<file path="config.mk">
export PLATFORM = sky130hd
export DESIGN_NAME = alu_share_arb
export DESIGN_NICKNAME = d
export VERILOG_FILES = /design/src/rtl/alu_pkg.sv /design/src/rtl/alu.sv /design/src/rtl/rr_arbiter.sv /design/src/rtl/alu_share_arb.sv
export SDC_FILE = /design/constraint.sdc
export NUM_CORES = 1
export LEC_CHECK = 0
export BUFFER_PORTS_ARGS = -buffer_cell sky130_fd_sc_hd__buf_2
export CORE_ASPECT_RATIO = 0.9
export CORE_UTILIZATION = 50
export CTS_BUF_LIST = sky130_fd_sc_hd__clkbuf_4
export CTS_CLUSTER_DIAMETER = 60
export DETAILED_ROUTE_END_ITERATION = 8
export PLACE_DENSITY = 0.78
export SETUP_SLACK_MARGIN = 0.05
export SLEW_MARGIN = 20
export SYNTH_ARGS = -nofsm -noshare
export SYNTH_HDL_FRONTEND = slang
export SYNTH_SLANG_ARGS = --single-unit
</file>
<file path="constraint.sdc">
create_clock -name clk -period 4.5 [get_ports clk]
set_input_delay 0.225 -clock clk [delete_from_list [all_inputs] [get_ports clk]]
set_output_delay 0.225 -clock clk [all_outputs]
set_load 0.02 [all_outputs]
</file>
<file path="src/rtl/alu_pkg.sv">
// Shared constants, FSM state type and op-legality helper for the ALU and its arbiter.
package alu_pkg;
    localparam int ALU_W = 32;

    localparam logic [3:0] ALU_ADD = 4'b0000;
    localparam logic [3:0] ALU_SUB = 4'b0001;

    typedef enum logic [1:0] {
        IDLE = 2'd0,
        EXEC = 2'd1,
        RESP = 2'd2
    } arb_state_e;

    // True for op codes the ALU actually implements.
    function automatic logic op_legal(input logic [3:0] op);
        return (op == ALU_ADD) || (op == ALU_SUB);
    endfunction
endpackage

</file>
<file path="src/rtl/alu.sv">
// 32-bit ADD/SUB ALU with zero flag; unsupported ops yield y=0 (zero=1).
module alu
    import alu_pkg::*;
(
    input  logic [ALU_W-1:0] a,
    input  logic [ALU_W-1:0] b,
    input  logic [3:0]       op,
    output logic [ALU_W-1:0] y,
    output logic             zero
);
    // Modulo-2^32 arithmetic; no carry or overflow outputs.
    always_comb begin
        y = '0;
        case (op)
            ALU_ADD: y = a + b;
            ALU_SUB: y = a - b;
            default: y = '0;
        endcase
        zero = (y == '0);
    end
endmodule

</file>
<file path="src/rtl/rr_arbiter.sv">
// Round-robin arbiter: first set request at or after ptr (wrapping mod N) wins.
module rr_arbiter #(
    parameter int N  = 3,
    parameter int PW = (N > 1) ? $clog2(N) : 1
) (
    input  logic [N-1:0]  req,
    input  logic [PW-1:0] ptr,
    input  logic          en,
    output logic [N-1:0]  gnt
);
    logic [PW:0] w_idx;
    logic        w_found;

    // Rotating priority search; gnt stays zero when disabled or idle.
    always_comb begin
        gnt     = '0;
        w_found = 1'b0;
        w_idx   = '0;
        if (en) begin
            for (int k = 0; k < N; k++) begin
                w_idx = {1'b0, ptr} + (PW+1)'(k);
                if (w_idx >= (PW+1)'(N))
                    w_idx = w_idx - (PW+1)'(N);
                if (!w_found && req[w_idx[PW-1:0]]) begin
                    gnt[w_idx[PW-1:0]] = 1'b1;
                    w_found            = 1'b1;
                end
            end
        end
    end
endmodule

</file>
<file path="src/rtl/alu_share_arb.sv">
// Time-shares one ALU among NREQ requesters: round-robin issue, one op in
// flight, registered result returned over a per-requester valid/ready channel.
module alu_share_arb
    import alu_pkg::*;
#(
    parameter int NREQ = 3
) (
    input  logic                  clk,
    input  logic                  rst_n,
    input  logic [NREQ-1:0]       req_valid,
    output logic [NREQ-1:0]       req_ready,
    input  logic [NREQ*ALU_W-1:0] req_a,
    input  logic [NREQ*ALU_W-1:0] req_b,
    input  logic [NREQ*4-1:0]     req_op,
    output logic [NREQ-1:0]       rsp_valid,
    input  logic [NREQ-1:0]       rsp_ready,
    output logic [ALU_W-1:0]      rsp_y,
    output logic                  rsp_zero,
    output logic                  rsp_err,
    output logic                  busy
);
    localparam int PW = $clog2(NREQ);

    arb_state_e       r_state, w_state_nxt;
    logic [PW-1:0]    r_rr_ptr, r_owner;
    logic [ALU_W-1:0] r_a, r_b, r_y;
    logic [3:0]       r_op;
    logic             r_zero, r_err;

    logic             w_hs, w_slot_open, w_accept;
    logic [NREQ-1:0]  w_gnt;
    logic [PW-1:0]    w_gidx;
    logic [ALU_W-1:0] w_alu_y;
    logic             w_alu_zero;

    // Handshake only counts for the owner; other rsp_ready bits are ignored.
    assign w_hs        = (r_state == RESP) && rsp_ready[r_owner];
    assign w_slot_open = (r_state == IDLE) || w_hs;
    assign w_accept    = |w_gnt;

    rr_arbiter #(.N(NREQ), .PW(PW)) u_rr (
        .req (req_valid),
        .ptr (r_rr_ptr),
        .en  (w_slot_open),
        .gnt (w_gnt)
    );

    // The ALU sees only the captured operands, never live requester inputs.
    alu u_alu (
        .a    (r_a),
        .b    (r_b),
        .op   (r_op),
        .y    (w_alu_y),
        .zero (w_alu_zero)
    );

    // One-hot grant to index.
    always_comb begin
        w_gidx = '0;
        for (int i = 0; i < NREQ; i++)
            if (w_gnt[i]) w_gidx = PW'(i);
    end

    // Next-state: accept moves to EXEC, EXEC always completes in one cycle.
    always_comb begin
        w_state_nxt = r_state;
        case (r_state)
            IDLE:    if (w_accept) w_state_nxt = EXEC;
            EXEC:    w_state_nxt = RESP;
            RESP:    if (w_hs) w_state_nxt = w_accept ? EXEC : IDLE;
            default: w_state_nxt = IDLE;
        endcase
    end

    // State register.
    always_ff @(posedge clk or negedge rst_n) begin
        if (!rst_n) r_state <= IDLE;
        else        r_state <= w_state_nxt;
    end

    // Capture operands/owner on accept, results at the end of EXEC.
    always_ff @(posedge clk or negedge rst_n) begin
        if (!rst_n) begin
            r_rr_ptr <= '0;
            r_owner  <= '0;
            r_a      <= '0;
            r_b      <= '0;
            r_op     <= '0;
            r_y      <= '0;
            r_zero   <= 1'b0;
            r_err    <= 1'b0;
        end else begin
            if (w_accept) begin
                r_a      <= req_a[w_gidx*ALU_W +: ALU_W];
                r_b      <= req_b[w_gidx*ALU_W +: ALU_W];
                r_op     <= req_op[w_gidx*4 +: 4];
                r_owner  <= w_gidx;
                r_rr_ptr <= (w_gidx == PW'(NREQ-1)) ? '0 : w_gidx + PW'(1);
            end
            if (r_state == EXEC) begin
                r_y    <= w_alu_y;
                r_zero <= w_alu_zero;
                r_err  <= !op_legal(r_op);
            end
        end
    end

    assign req_ready = w_gnt;
    assign rsp_valid = (r_state == RESP) ? (NREQ'(1) << r_owner) : '0;
    assign rsp_y     = r_y;
    assign rsp_zero  = r_zero;
    assign rsp_err   = r_err;
    assign busy      = (r_state != IDLE);
endmodule

</file>
==> results.json <==
{
  "cp-end-kind": "flop",
  "critPathMaxStageDelay_ns": 0.45,
  "rrSetupSlack_ns": 0.11,
  "syn_nets": 1239,
  "maxSlewHeadroom_pct": 49.1,
  "core-area_mm2": 0.0161,
  "drt-met1-wl_mm": 10.9,
  "worst_pin_slew_ns": 0.764,
  "post_drt_wl_per_cell_um": 16.6,
  "synth_top_cell_by_area": "dfrtp_1",
  "synth-edff-count": 0,
  "crit_path_top_delay_cell": "dfrtp_1",
  "h-tree-depth": 3,
  "wirelength_mm": 24.0,
  "die_h_um": 124,
  "synthMuxAreaShare_pct": 5.76,
  "netlist_instances": 990,
  "required_ns": 4.93,
  "ys_warn_count": 0,
  "startpoint_type": "flop",
  "die_area_mm2": 0.0171,
  "drtIter0Drc": 572,
  "synth_top_family_by_area": "compound AO/OA/AOI/OAI gates",
  "first_pass_iters": 5,
  "cp_cell_sequence": "inv_2 -> ha_4 -> nand2b_1 -> nand2b_4 -> nor2_1 -> nand2_1 -> or4_4 -> inv_2 -> nand2_4 -> o21ai_2 -> xor2_1 -> ha_1 -> a21o_1 -> a21o_1 -> a211o_1 -> a31oi_1 -> o311ai_2 -> mux2i_1 -> a211oi_1 -> nand4b_1 -> nor3_1 -> a32o_1",
  "cts_tree": "built",
  "routed.top_layer": "met4",
  "ant_nets": 0,
  "clk_latency_ns": 0.49,
  "synthToLayoutAreaGrowth_pct": 22.0,
  "antenna_found_initial": 1,
  "synth_area_mm2": 0.00827,
  "drive_above_1_share_pct": 27.8,
  "synthAdderAreaFrac_pct": 5.69,
  "num_rows": 44,
  "crit_family": "compound AO/OA/AOI/OAI gates",
  "synthArstFlopShare_pct": 100,
  "ys_top_cells_by_area": "dfrtp_1, a21oi_1, a21o_1",
  "fin_crit_sh_pct": 97.5,
  "yosys.area_share.simple_pct": 16.5,
  "drt-vias-per-instance": 5.74,
  "hpwl_mm": 19.0,
  "synth_compound_area_share_pct": 29.0,
  "die_x_um": 138,
  "grt_usage_pct": 28.4,
  "hold_class": "in2reg",
  "gp_congestion": 0.917,
  "numCtsBuffers": 9,
  "syn_avg_cell_area_um2": 8.36,
  "pin_count": 253,
  "grt_pass1_vias": 7438,
  "vias": 8296,
  "drc": 0,
  "setup_viol": 0,
  "skew_ns": 0.0136,
  "holdWs_ns": 0.00391,
  "wl_met3_mm": 1.56,
  "nNetsFinal": 1481,
  "grt_max_degree": 64,
  "holdCritStartpoint": "req_a[82]",
  "worst-path-buf-inv": 2,
  "max_cap_violations": 0,
  "cp-startpoint": "r_b[0]$_DFFE_PN0P_",
  "rr_startpoint": "r_b[0]$_DFFE_PN0P_",
  "critical_path_arrival_ns": 4.82,
  "cp_max_fo": 3,
  "yosys.area.top_type_share_pct": 32.4,
  "clkSinkCount": 107,
  "start_util_pct": 51.3,
  "yosysUniqueCellTypes": 80,
  "clock_path_buffers": 2,
  "clockRootBuffer": "clkbuf_4",
  "cts.clk_slew.worst_paths_ns": 0.16,
  "fmax_mhz": 228,
  "crit_type": "reg2reg",
  "port_buffers": 252,
  "yosysSeqAreaShare_pct": 32.4,
  "hold_viol": 0,
  "gr-total-overflow": 0,
  "synth_seq_cells": 107,
  "wl_met2_mm": 10.9,
  "grt_pass1_wl_mm": 37.3,
  "synthXorXnorAreaFrac_pct": 5.72,
  "min_period_ns": 4.39,
  "slew_violations": 0,
  "ys.flop_type": "dfrtp_1",
  "status": "completed"
}
## sequential cells by signal, summed over array words and instances, names as in the netlist
register,count
r_a,32
r_rr_ptr,1
r_b,32
rsp_err,1
r_owner,2
r_state,2
rsp_zero,1
rsp_y,32
r_op,4
## cell type report
| cell class | count | area (um2) |
|---|---|---|
| Tap cell | 207 | 259 |
| Inverter | 21 | 78.8 |
| Fill cell | 1407 | 6040 |
| Sequential cell | 107 | 2680 |
| Clock inverter | 7 | 51.3 |
| Timing Repair Buffer | 296 | 1650 |
| Clock buffer | 9 | 67.6 |
| Antenna cell | 1 | 2.50 |
| Multi-Input combinational cell | 797 | 5300 |
## per-stage QoR
step / setup TNS, ns / cell area [um2] / util, % / setup slack, ns / cells
3_5_place_dp: 0 / 9710 / 60.2 / 0.0220 / 1411
6_report: 0 / 10100 / 62.6 / 0.112 / 1445
2_1_floorplan: 0 / 8270 / - / 0.313 / 990
5_1_grt: -0.112 / 10100 / 62.6 / -0.112 / 1445
4_1_cts: 0 / 9960 / 61.8 / 0.0603 / 1439
3_3_place_gp: 0 / 9710 / 60.2 / 0.134 / 1411
## placed cells by master (no fill, tap or decap), types with 20 or more instances in the layout
cell	synthesis	layout
a21oi_1	109	106
xnor2_1	26	26
o21ai_0	55	52
nor2_1	89	87
ha_1	36	34
or3_1	30	30
mux2i_1	45	45
buf_2	7	251
o21ai_1	28	29
a211oi_1	22	22
dfrtp_1	107	107
xor2_1	28	28
a21o_1	62	62
o31ai_1	21	20
nand2_1	92	91
buf_4	1	31
## cell families after synthesis
group,count (synthesis)
AOI/OAI and AO/OA,373
xor gates and xnor gates,54
adders and majority gates,37
buffers and inverters,86
DFF,107
muxes,47
and+or+nand+nor,286
## worst register-to-register path, stage by stage (launching register included)
cell and delay [ns]:
dfrtp_1 0.45, inv_2 0.10, ha_4 0.14, nand2b_1 0.08, nand2b_4 0.16, nor2_1 0.09, nand2_1 0.08, or4_4 0.45
inv_2 0.09, nand2_4 0.07, o21ai_2 0.18, xor2_1 0.23, ha_1 0.29, a21o_1 0.18, a21o_1 0.19, a211o_1 0.29
a31oi_1 0.24, o311ai_2 0.17, mux2i_1 0.17, a211oi_1 0.23, nand4b_1 0.14, nor3_1 0.16, a32o_1 0.18
## Yosys cell counts, drive strengths merged (7+ instances only)
library cell and number:
xnor2 26, o211ai 7, nand2 93, clkbuf 49
a22o 13, nand4 7, o31ai 22, a21oi 110
mux2i 45, a31oi 8, nor3 15, a21o 62
ha 36, xor2 28, nand3 9, nor2 90
inv 20, dfrtp 107, o21ai 84, or3 30
nand2b 8, a211oi 24, buf 16
## path summary, 6_finish.rpt
kind,end,cells past startpoint
worst max-delay path,rsp_zero$_DFFE_PN0N_,22
worst min-delay path,r_a[18]$_DFFE_PN0P_,3
worst max register to register,rsp_zero$_DFFE_PN0N_,22
worst min register to register,rsp_y[20]$_DFFE_PN0N_,2
max in group asynchronous,r_a[11]$_DFFE_PN0P_,3
min in group asynchronous,rsp_err$_DFFE_PN0N_,2
## routing by layer
metal	GRT usage, %	up-vias
met3	5.25	42
met4	8.24	0
li1	-	4089
met2	44.9	293
met5	0	-
met1	39.3	3872
## timing repair
item | 4_1_cts | 5_1_grt
hold buffers | 12 | 0
gates resized for setup | 4 | 21
pin swaps | 0 | 16
hold endpoints to repair | 71 | 0
buffers inserted | 0 | 5
endpoints found under the setup margin | 1 | 4
Power is left out: the tool's default activity adds up to more than one toggle a clock period on the data nets, which glitch-free logic cannot reach.
